--- src/rtl/leibniz_pi_engine.sv ---
// Leibniz-series pi approximation: one shared serial restoring divider produces
// floor(4*2^FRAC_BITS / (2k+1)) per term, and the signed sum is accumulated into result.
module leibniz_pi_engine #(
  parameter int unsigned WIDTH     = 64,
  parameter int unsigned FRAC_BITS = 32,
  parameter int unsigned TERM_BITS = 16
) (
  input  logic                 clk,
  input  logic                 reset,
  input  logic                 start,
  input  logic [TERM_BITS-1:0] n_terms,
  output logic                 busy,
  output logic                 done,
  output logic                 result_valid,
  output logic [WIDTH-1:0]     result,
  output logic [TERM_BITS-1:0] term_idx
);

  localparam int unsigned CNT_W = $clog2(WIDTH + 1);
  localparam logic [WIDTH-1:0] NUMER = WIDTH'(4) << FRAC_BITS;

  if (FRAC_BITS + 4 > WIDTH) begin : g_bad_frac
    $error("leibniz_pi_engine: FRAC_BITS must be <= WIDTH-4");
  end
  if (TERM_BITS + 1 > WIDTH) begin : g_bad_term
    $error("leibniz_pi_engine: TERM_BITS+1 must be <= WIDTH");
  end

  typedef enum logic [2:0] {
    S_IDLE,
    S_LOAD,
    S_DIVIDE,
    S_ACCUM,
    S_DONE
  } state_t;

  state_t               r_state;
  state_t               w_next;
  logic [TERM_BITS-1:0] r_n_terms;
  logic [TERM_BITS-1:0] r_term_idx;
  logic [WIDTH-1:0]     r_acc;
  logic [WIDTH-1:0]     r_rem;
  logic [WIDTH-1:0]     r_dvd;
  logic [WIDTH-1:0]     r_dvsr;
  logic [CNT_W-1:0]     r_bit_cnt;
  logic                 r_busy;
  logic                 r_done;
  logic                 r_valid;

  logic [WIDTH:0]       w_rem_shift;
  logic                 w_sub_ok;
  logic                 w_last_term;

  // Shifted partial remainder needs one extra bit before the trial subtract.
  assign w_rem_shift = {r_rem, r_dvd[WIDTH-1]};
  assign w_sub_ok    = (w_rem_shift >= {1'b0, r_dvsr});
  assign w_last_term = (r_term_idx == r_n_terms - TERM_BITS'(1));

  always_ff @(posedge clk) begin
    if (reset) begin
      r_state <= S_IDLE;
    end else begin
      r_state <= w_next;
    end
  end

  always_comb begin
    w_next = r_state;
    case (r_state)
      S_IDLE:   if (start) w_next = (n_terms == '0) ? S_DONE : S_LOAD;
      S_LOAD:   w_next = S_DIVIDE;
      S_DIVIDE: if (r_bit_cnt == CNT_W'(1)) w_next = S_ACCUM;
      S_ACCUM:  w_next = w_last_term ? S_DONE : S_LOAD;
      S_DONE:   w_next = S_IDLE;
      default:  w_next = S_IDLE;
    endcase
  end

  // Datapath and registered status flags, all keyed off the current state.
  always_ff @(posedge clk) begin
    if (reset) begin
      r_n_terms  <= '0;
      r_term_idx <= '0;
      r_acc      <= '0;
      r_rem      <= '0;
      r_dvd      <= '0;
      r_dvsr     <= '0;
      r_bit_cnt  <= '0;
      r_busy     <= 1'b0;
      r_done     <= 1'b0;
      r_valid    <= 1'b0;
    end else begin
      case (r_state)
        S_IDLE: begin
          if (start) begin
            r_n_terms  <= n_terms;
            r_acc      <= '0;
            r_term_idx <= '0;
            r_valid    <= 1'b0;
          end
        end
        S_LOAD: begin
          r_rem     <= '0;
          r_dvd     <= NUMER;
          r_dvsr    <= WIDTH'({r_term_idx, 1'b1});
          r_bit_cnt <= CNT_W'(WIDTH);
        end
        S_DIVIDE: begin
          if (w_sub_ok) begin
            r_rem <= WIDTH'(w_rem_shift - {1'b0, r_dvsr});
          end else begin
            r_rem <= WIDTH'(w_rem_shift);
          end
          r_dvd     <= {r_dvd[WIDTH-2:0], w_sub_ok};
          r_bit_cnt <= r_bit_cnt - CNT_W'(1);
        end
        S_ACCUM: begin
          r_acc <= r_term_idx[0] ? (r_acc - r_dvd) : (r_acc + r_dvd);
          if (!w_last_term) r_term_idx <= r_term_idx + TERM_BITS'(1);
        end
        default: ;
      endcase
      r_busy <= (w_next != S_IDLE);
      r_done <= (w_next == S_DONE);
      if (w_next == S_DONE) r_valid <= 1'b1;
    end
  end

  assign busy         = r_busy;
  assign done         = r_done;
  assign result_valid = r_valid;
  assign result       = r_acc;
  assign term_idx     = r_term_idx;

endmodule

--- config.mk ---
export PLATFORM = sky130hd
export DESIGN_NAME = leibniz_pi_engine
export DESIGN_NICKNAME = d
export VERILOG_FILES = /design/src/rtl/leibniz_pi_engine.sv
export SDC_FILE = /design/constraint.sdc
export NUM_CORES = 1
export LEC_CHECK = 0
export BUFFER_PORTS_ARGS = -buffer_cell sky130_fd_sc_hd__buf_2
export CORE_ASPECT_RATIO = 0.6
export CORE_MARGIN = 3
export CORE_UTILIZATION = 55
export CTS_CLUSTER_DIAMETER = 60
export DETAILED_ROUTE_END_ITERATION = 8
export HOLD_SLACK_MARGIN = 0.05
export PLACE_DENSITY = 0.73
export SETUP_SLACK_MARGIN = 0.5
export SYNTH_ARGS = -nofsm -noshare
export SYNTH_HDL_FRONTEND = slang
export SYNTH_SLANG_ARGS = --single-unit
--- constraint.sdc ---
create_clock -name clk -period 15.68 [get_ports clk]
set_input_delay 0.784 -clock clk [delete_from_list [all_inputs] [get_ports clk]]
set_output_delay 0.784 -clock clk [all_outputs]
set_load 0.05 [all_outputs]
==> results.sh, run 1 <==
export IMPL_grt_pass1_wl_mm=75.1
export IMPL_finalSetupTns_ns=0
export IMPL_min_period_ns=5.74
export IMPL_cts_inserted_buffers=26
export IMPL_path_class="flip-flop to flip-flop"
export IMPL_clockPowerShare_pct=22.9
export IMPL_seq_area_frac_synth_pct=31.0
export IMPL_drv_cap=0
export IMPL_syn_avg_cell_area_um2=7.72
export IMPL_dpl_hpwl_mm=33.1
export IMPL_vias_per_cell=6.18
export IMPL_pwr_share_seq_pct=24.0
export IMPL_drc=0
export IMPL_finalCritPeriodShare_pct=36.6
export IMPL_required_ns=16.13
export IMPL_num_io_pins=102
export IMPL_p_per_area_nw_per_um2=167
export IMPL_synth_cell_types=85
export IMPL_grt_max_degree=82
export IMPL_antenna_cells=0
export IMPL_cp_end_kind="flip-flop"
export IMPL_dieArea_um2=32000
export IMPL_core_area_um2=29100
export IMPL_grt_antenna_before_repair=0
export IMPL_syn_inst=2128
export IMPL_std_cell_rows=48
export IMPL_die_y_um=140
export IMPL_worstReg2RegEnd="result[62]"
export IMPL_worstPathArrival_ns=6.19
export IMPL_gp_congestion=0.927
export IMPL_cp_common_cell="xnor2_1"
export IMPL_synth_fp_nets=2234
export IMPL_syn_area_um2=16400
export IMPL_comb_power_share_pct=53.1
export IMPL_holdPathEnd="r_rem[63]"
export IMPL_synth_ff_type="dfxtp_1"
export IMPL_num_vias=15827
export IMPL_drt_iter0_drc=1829
export IMPL_cts_resized=0
export IMPL_yosys_warnings=0
export IMPL_finalWirelength_mm=46.3
export IMPL_rsz0062_at_grt="no"
export IMPL_path_buf_inv=0
export IMPL_syn2layout_area_growth_pct=9.49
export IMPL_die_x_um=229
export IMPL_r2r_start="r_dvd[2]"
export IMPL_p_sw_mw=1.30
export IMPL_finalNonFillerCells=2562
export IMPL_clock_sinks=254
export IMPL_initial_utilization_pct=56.5
export IMPL_detail_route_antenna_nets=0
export IMPL_reg2reg_slack_ns=9.94
export IMPL_layout_common_cells="dfxtp_1, nor2_1, nand2_1"
export IMPL_drive_gt1_share_pct=9.62
export IMPL_reg2reg_depth=17
export IMPL_path_max_fanout=10
export IMPL_hold_depth=2
export IMPL_hold_viol=0
export IMPL_slew_limit_headroom_pct=32.5
export IMPL_peakVddDrop_mv=0.128
export IMPL_cts_tree="built"
export IMPL_clock_path_buffers=3
export IMPL_ys_async_sr_fraction_pct=0
export IMPL_worst_slew_pin_slew_ns=1.01
export IMPL_postPlaceCellArea_um2=17000
export IMPL_worstPathCellList="or4_1 -> nor4bb_1 -> and2_1 -> a21oi_1 -> xnor2_1 -> ha_1 -> a21o_1 -> a21boi_0 -> o2bb2ai_1 -> o22ai_1 -> nand3b_1 -> o21ai_0 -> o21a_1 -> a31oi_1 -> a221oi_1 -> xnor2_1 -> a22o_1"
export IMPL_clkLatencyLatePin_ns=0.55
export IMPL_first_pass_iters=6
export IMPL_min_from="r_rem[63]"
export IMPL_track_usage_pct=27.9
export IMPL_h_tree_depth=1
export IMPL_gr_total_overflow=0
export IMPL_internal_power_mw=1.71
export IMPL_power_mw=3.01
export IMPL_clk_pin_slew_ns=0.07
export IMPL_worstSetupStartpointType="flip-flop"
export IMPL_synth_seq_cells=254
export IMPL_cp_slowest_cell="or4_1"
export IMPL_fmax_ghz=0.174
export IMPL_status="complete, no violations"
export IMPL_critPathMaxStageDelay_ns=0.62
export IMPL_grt_pass1_vias=13899
export IMPL_crit_family="compound AO/OA/AOI/OAI gates"
export IMPL_dp_cells=2514
export IMPL_final_area_um2=18000
export IMPL_synth_edf_count=0
export IMPL_p_leak_nw=7.43
export IMPL_drv_slew=0
export IMPL_final_nets=2248
export IMPL_root_buffer="clkbuf_16"
export IMPL_port_buffers=101
export IMPL_min_path_type="flip-flop to flip-flop"
export IMPL_holdWs_ns=0.454
export IMPL_final_common_cell="dfxtp_1"
export IMPL_wl_per_cell_um=18.1
export IMPL_report_final_setup_viol=0
export IMPL_swShare_pct=43.1
export IMPL_postCtsHoldBufs=0
export IMPL_cts_setup_buffers=0
export IMPL_clock_skew_ns=0.0171
export IMPL_fillers=2650
-- how the worst max path moves through the flow --
stage | from | end | cells after the start
after floorplan | r_dvd[2] | result[63] | 22
after global placement | r_dvd[2] | result[63] | 19
after detailed placement | r_dvd[2] | result[63] | 19
after CTS | r_dvd[2] | result[63] | 19
after global routing | r_dvd[2] | result[63] | 19
final | r_dvd[2] | result[62] | 17
-- worst reg2reg max path, cell delays in order (launching register included) --
cell	delay (ns)
dfxtp_1	0.38
or4_1	0.62
nor4bb_1	0.49
and2_1	0.46
a21oi_1	0.15
xnor2_1	0.17
ha_1	0.36
a21o_1	0.24
a21boi_0	0.42
o2bb2ai_1	0.19
o22ai_1	0.43
nand3b_1	0.13
o21ai_0	0.48
o21a_1	0.29
a31oi_1	0.19
a221oi_1	0.35
xnor2_1	0.10
a22o_1	0.19
-- Yosys cell counts, drive strengths merged (43+ instances only) --
| library cell | number | area, um^2 |
|---|---|---|
| dfxtp | 254 | 5080 |
| nor2 | 241 | 905 |
| nand2 | 221 | 830 |
| a21oi | 184 | 921 |
| xnor2 | 155 | 1360 |
| o21ai | 121 | 606 |
| clkbuf | 114 | 439 |
| a22oi | 95 | 713 |
| ha | 85 | 1060 |
| inv | 67 | 251 |
| nor3 | 63 | 315 |
| a21o | 48 | 360 |
| xor2 | 43 | 377 |
-- stage by stage --
stage / worst slack, ns / util (%)
global route: 9.49 / 61.9
floorplan: 10.67 / -
finish: 9.94 / 61.9
detailed placement: 10.07 / 58.6
CTS: 10.04 / 61.9
global placement: 10.17 / 58.6
-- metal layers --
metal	track usage (%)	up-vias	part of all wire [%]
li1	-	7657	-
met2	37.6	619	39
met3	5.05	44	8.5
met5	0	-	0
met1	45.8	7507	52
met4	3.96	0	1.2
-- power groups by stage --
stage / sequential (mW) / clock, mW / combinational, mW
6_report: 0.720 / 0.689 / 1.60
5_1_grt: 0.725 / 0.730 / 1.74
4_1_cts: 0.719 / 0.699 / 1.56
3_5_place_dp: 0.733 / 0 / 1.54
3_3_place_gp: 0.731 / 0 / 1.53
2_1_floorplan: 0.738 / 0 / 1.21
-- cells by family (layout without fill, tap and decap cells) --
group	count (synthesis)	in the layout	synth area share, %
multiplexers	6	6	0.388
adder cells (fa/ha/maj)	87	87	6.72
XOR/XNOR	198	198	10.6
flip-flops	254	254	31.0
AO/OA/AOI/OAI	606	606	23.7
AND/OR/NAND/NOR	783	783	23.1
buffers and inverters	194	228	4.68
-- sequential cells by signal, summed over array words and instances (netlist names) --
name          count
r_state           3
done              1
r_bit_cnt         7
r_n_terms        16
r_rem            64
result           64
r_dvsr           17
term_idx         16
result_valid      1
busy              1
r_dvd            64
-- final cells by class --
cell class                 instances  area (um^2)  share of cell area [%]
inverter                          67          251                    1.40
tap                              400          500                    2.78
sequential                       254         5090                    28.3
clock buffer                      31          691                    3.84
multi-input combinational       1680        10600                    59.0
clock inverter                    17          248                    1.38
timing repair buffer             113          598                    3.33
Note: power is estimated with default switching activity, not from simulation.
==> inputs of run 2 (changes only) <==
==> constraint.sdc (replaced) <==
create_clock -name clk -period 5.7 [get_ports clk]
set_input_delay 0.285 -clock clk [delete_from_list [all_inputs] [get_ports clk]]
set_output_delay 0.285 -clock clk [all_outputs]
set_load 0.05 [all_outputs]
==> results.sh, run 2 (synthesis results as in run 1) <==
export IMPL_first_pass_iters=8
export IMPL_p_sw_mw=3.52
export IMPL_track_usage_pct=27.2
export IMPL_wl_per_cell_um=17.7
export IMPL_port_buffers=101
export IMPL_h_tree_depth=1
export IMPL_worstSetupStartpointType="flip-flop"
export IMPL_swShare_pct=42.9
export IMPL_initial_utilization_pct=56.5
export IMPL_worstPathArrival_ns=5.55
export IMPL_setup_ws_ns=0.607
export IMPL_antenna_cells=0
export IMPL_cp_slowest_cell="or4_4"
export IMPL_final_nets=2280
export IMPL_pwr_share_seq_pct=24.2
export IMPL_drt_iter0_drc=1625
export IMPL_p_per_area_nw_per_um2=447
export IMPL_worstPathCellList="or4_4 -> nor4bb_4 -> and2_4 -> buf_4 -> a31oi_1 -> xnor2_1 -> ha_1 -> nand4_1 -> or3_4 -> or3b_2 -> a31oi_2 -> buf_4 -> nand2_1 -> and4_1 -> o21a_1 -> o21ai_0 -> xor2_1 -> a22o_1"
export IMPL_fmax_ghz=0.196
export IMPL_path_max_fanout=7
export IMPL_die_y_um=140
export IMPL_layout_common_cells="dfxtp_1, nor2_1, nand2_1"
export IMPL_drc=0
export IMPL_grt_pass1_vias=13778
export IMPL_finalSetupTns_ns=0
export IMPL_critPathMaxStageDelay_ns=0.62
export IMPL_drv_slew=0
export IMPL_clkLatencyLatePin_ns=0.56
export IMPL_drv_cap=0
export IMPL_clockPowerShare_pct=21.5
export IMPL_core_area_um2=29100
export IMPL_cts_inserted_buffers=26
export IMPL_final_common_cell="dfxtp_1"
export IMPL_num_vias=15871
export IMPL_clock_sinks=254
export IMPL_grt_antenna_before_repair=1
export IMPL_vias_per_cell=6.12
export IMPL_grt_pass1_wl_mm=73.6
export IMPL_dpl_hpwl_mm=32.8
export IMPL_num_io_pins=102
export IMPL_clk_pin_slew_ns=0.07
export IMPL_report_final_setup_viol=0
export IMPL_finalWirelength_mm=45.9
export IMPL_worst_slew_pin_slew_ns=1.02
export IMPL_power_mw=8.19
export IMPL_slew_limit_headroom_pct=31.7
export IMPL_finalCritPeriodShare_pct=89.4
export IMPL_clock_skew_ns=0.0204
export IMPL_grt_max_degree=93
export IMPL_std_cell_rows=48
export IMPL_die_x_um=229
export IMPL_internal_power_mw=4.67
export IMPL_min_path_type="input pin to flip-flop"
export IMPL_cp_common_cell="buf_4"
export IMPL_dieArea_um2=32000
export IMPL_syn2layout_area_growth_pct=11.5
export IMPL_path_class="flip-flop to flip-flop"
export IMPL_cts_tree="built"
export IMPL_rsz0062_at_grt="yes"
export IMPL_min_period_ns=5.09
export IMPL_cp_end_kind="flip-flop"
export IMPL_clock_path_buffers=3
export IMPL_root_buffer="clkbuf_16"
export IMPL_required_ns=6.15
export IMPL_gr_total_overflow=0
export IMPL_peakVddDrop_mv=0.267
export IMPL_comb_power_share_pct=54.3
export IMPL_status="complete, no violations"
export IMPL_place_ws_ns=0.154
export IMPL_detail_route_antenna_nets=0
export IMPL_hold_viol=0
export IMPL_gp_congestion=0.917
export IMPL_drive_gt1_share_pct=11.3
export IMPL_p_leak_nw=7.59
run 2: changes by cell type in the layout (fill, tap and decap cells not counted), moves of 4 or more:
cell,change
o21ai_0,-5
buf_4,+16
clkbuf_8,+4
dlygate4sd3_1,+16
clkinv_2,+4
run 2: layout make-up:
| class | instances | area, um^2 |
|---|---|---|
| Fill cell | 2624 | 10700 |
| Multi-Input combinational cell | 1680 | 10700 |
| Sequential cell | 254 | 5090 |
| Timing Repair Buffer | 145 | 878 |
| Clock buffer | 36 | 749 |
| Tap cell | 400 | 500 |
| Inverter | 67 | 251 |
| Clock inverter | 12 | 118 |
run 2: stage by stage:
step | cells | utilization, % | cell area [um^2] | hold slack, ns
finish | 2594 | 63.0 | 18300 | 0.141
global route | 2594 | 63.0 | 18300 | 0.185
CTS | 2593 | 62.7 | 18200 | 0.125
detailed placement | 2529 | 59.0 | 17200 | 0.442
global placement | 2529 | 59.0 | 17200 | 0.438
floorplan | 2128 | - | 16400 | 0.421
run 2: path summary, 6_finish.rpt:
check,slack [ns],from,cells past startpoint,end
hold / removal,0.14,start,3,busy
hold reg to reg,0.46,result_valid,1,result_valid
setup reg to reg,0.61,r_dvd[2],18,result[47]
setup / recovery,0.61,r_dvd[2],18,result[47]
run 2: routing by layer:
layer / track usage (%) / vias up / routed length, um
li1: - / 7714 / -
met1: 44.9 / 7508 / 24200
met2: 36.4 / 609 / 17500
met3: 4.54 / 40 / 3570
met4: 4.25 / 0 / 556
met5: 0 / - / 0
run 2: critical path, delay by kind of cell, from the launching register on:
family | cells | cell delay, ns
fa+ha+maj | 1 | 0.39
buf+inv | 2 | 0.33
flops | 1 | 0.38
compound gates | 5 | 1.07
simple gates | 8 | 2.56
xor+xnor | 2 | 0.27
run 2: power groups by stage:
stage | logic, mW | clock network (mW) | registers [mW]
detailed placement | 4.26 | 0 | 2.02
finish | 4.44 | 1.76 | 1.98
CTS | 4.31 | 1.80 | 1.98
global placement | 4.23 | 0 | 2.01
global route | 4.85 | 1.87 | 2.00
floorplan | 3.33 | 0 | 2.03
run 2: what timing repair did:
action | 4_1_cts | 5_1_grt
hold buffers | 16 | 0
endpoints found under the setup margin | 8 | 9
resized for setup | 9 | 26
pin swaps | 0 | 5
buffers inserted | 0 | 1
endpoints found under the hold margin | 16 | 0
==> inputs of run 3 (changes only) <==
--- a/config.mk
+++ b/config.mk
@@ -8,11 +8,11 @@
 export BUFFER_PORTS_ARGS = -buffer_cell sky130_fd_sc_hd__buf_2
 export CORE_ASPECT_RATIO = 0.6
 export CORE_MARGIN = 3
-export CORE_UTILIZATION = 55
+export CORE_UTILIZATION = 48
 export CTS_CLUSTER_DIAMETER = 60
 export DETAILED_ROUTE_END_ITERATION = 8
 export HOLD_SLACK_MARGIN = 0.05
-export PLACE_DENSITY = 0.73
+export PLACE_DENSITY = 0.65
 export SETUP_SLACK_MARGIN = 0.5
 export SYNTH_ARGS = -nofsm -noshare
 export SYNTH_HDL_FRONTEND = slang
==> results.sh, run 3 (synthesis results as in run 1) <==
export IMPL_status="complete, no violations"
export IMPL_cts_inserted_buffers=27
export IMPL_syn2layout_area_growth_pct=12.8
export IMPL_finalCritPeriodShare_pct=86.6
export IMPL_num_io_pins=102
export IMPL_root_buffer="clkbuf_16"
export IMPL_gr_total_overflow=0
export IMPL_hold_viol=0
export IMPL_path_buf_inv=0
export IMPL_fmax_ghz=0.202
export IMPL_worstPathArrival_ns=5.37
export IMPL_path_max_fanout=7
export IMPL_die_y_um=149
export IMPL_p_leak_nw=7.64
export IMPL_num_vias=15696
export IMPL_place_ws_ns=0.211
export IMPL_grt_antenna_before_repair=1
export IMPL_final_common_cell="dfxtp_1"
export IMPL_vias_per_cell=5.93
export IMPL_slew_limit_headroom_pct=29.3
export IMPL_dpl_hpwl_mm=34.4
export IMPL_drv_slew=0
export IMPL_layout_common_cells="dfxtp_1, nor2_1, nand2_1"
export IMPL_worstPathCellList="or4_4 -> nor3_4 -> and3_4 -> a21oi_1 -> xnor2_1 -> ha_1 -> nand2_1 -> or4_1 -> nor2_1 -> or4_1 -> o21ai_2 -> o21ai_1 -> a21oi_1 -> o221a_2 -> o41ai_1 -> xor2_1 -> a22o_1"
export IMPL_clock_sinks=254
export IMPL_finalSetupTns_ns=0
export IMPL_gp_congestion=0.939
export IMPL_die_x_um=245
export IMPL_finalWirelength_mm=47.6
export IMPL_std_cell_rows=51
export IMPL_worst_slew_pin_slew_ns=1.06
export IMPL_min_period_ns=4.94
export IMPL_port_buffers=101
export IMPL_worstSetupStartpointType="flip-flop"
export IMPL_initial_utilization_pct=49.7
export IMPL_clk_pin_slew_ns=0.06
export IMPL_min_path_type="input pin to flip-flop"
export IMPL_post_route_util_pct=56.0
export IMPL_clock_path_buffers=3
export IMPL_first_pass_iters=6
export IMPL_clock_skew_ns=0.0196
export IMPL_antenna_cells=0
export IMPL_cp_end_kind="flip-flop"
export IMPL_fillers=3111
export IMPL_power_mw=8.39
export IMPL_grt_max_degree=100
export IMPL_drive_gt1_share_pct=11.7
export IMPL_drt_iter0_drc=1469
export IMPL_p_per_area_nw_per_um2=453
export IMPL_detail_route_antenna_nets=0
export IMPL_h_tree_depth=1
export IMPL_crit_family="simple AND/OR/NAND/NOR gates"
export IMPL_report_final_setup_viol=0
export IMPL_cp_slowest_cell="or4_4"
export IMPL_final_nets=2283
export IMPL_critPathMaxStageDelay_ns=0.63
export IMPL_core_area_um2=33100
export IMPL_clkLatencyLatePin_ns=0.56
export IMPL_wl_per_cell_um=18.0
export IMPL_cts_tree="built"
export IMPL_setup_ws_ns=0.761
export IMPL_peakVddDrop_mv=0.316
export IMPL_rsz0062_at_grt="yes"
export IMPL_drv_cap=0
export IMPL_grt_pass1_vias=14059
export IMPL_required_ns=6.13
export IMPL_grt_pass1_wl_mm=76.6
export IMPL_dieArea_um2=36600
export IMPL_drc=0
export IMPL_path_class="flip-flop to flip-flop"
export IMPL_track_usage_pct=25.2
[run 3: cell types whose count changed in the layout (fill, tap and decap cells not counted), moves of 2 or more]
cell,delta
clkinv_4,+2
buf_4,+2
bufinv_16,+3
clkinv_2,-3
ha_2,+3
ha_1,-3
[run 3: final cells by class]
type                    instances  area, um^2  area share [%]
clock buffers                  35         746            4.03
clock inverters                15         219            1.18
inverters                      67         251            1.36
multi-input cells            1680       10800            58.1
flip-flops and latches        254        5090            27.5
well taps                     450         563            3.04
repair buffers                147         893            4.82
[run 3: power by group]
part           internal, mW  switching, mW  total, mW  leakage [nW]
logic                  1.82           2.67       4.49          5.13
registers              1.87          0.117       1.98          2.05
clock network          1.15          0.769       1.92         0.466
total                  4.84           3.56       8.39          7.64
[run 3: final timing paths]
kind / startpoint / endpoint / slack (ns) / cells after the start
max reg2reg: r_dvd[2] / result[61] / 0.76 / 17
min reg2reg: r_rem[63] / r_rem[63] / 0.46 / 2
max: r_dvd[2] / result[61] / 0.76 / 17
min: start / busy / 0.07 / 3
[run 3: per-stage QoR]
stage | std cells | cell area [um^2] | hold slack (ns)
after global placement | 2579 | 17200 | 0.439
after floorplan | 2128 | 16400 | 0.421
after detailed placement | 2579 | 17200 | 0.447
final | 2648 | 18500 | 0.0738
after CTS | 2645 | 18400 | 0.0536
after global routing | 2648 | 18500 | 0.0981
[run 3: routing by layer]
| layer | global-route usage (%) | wire length [um] |
|---|---|---|
| met1 | 42.1 | 25500 |
| met2 | 33.0 | 17700 |
| met3 | 4.26 | 3710 |
| met4 | 4.19 | 667 |
| met5 | 0 | 0 |
[run 3: repair_timing]
action                                 in CTS  in global routing
endpoints found under the hold margin      16                  0
hold buffers                               16                  0
setup buffers                               0                  3
gates resized for setup                    10                 35
pin swaps                                   0                  9
setup endpoints to repair                  10                 12
[run 3: tightest hold or removal path, stage by stage]
cell and delay, ns:
buf_2 0.10, nor3_1 0.04, nor3_1 0.14
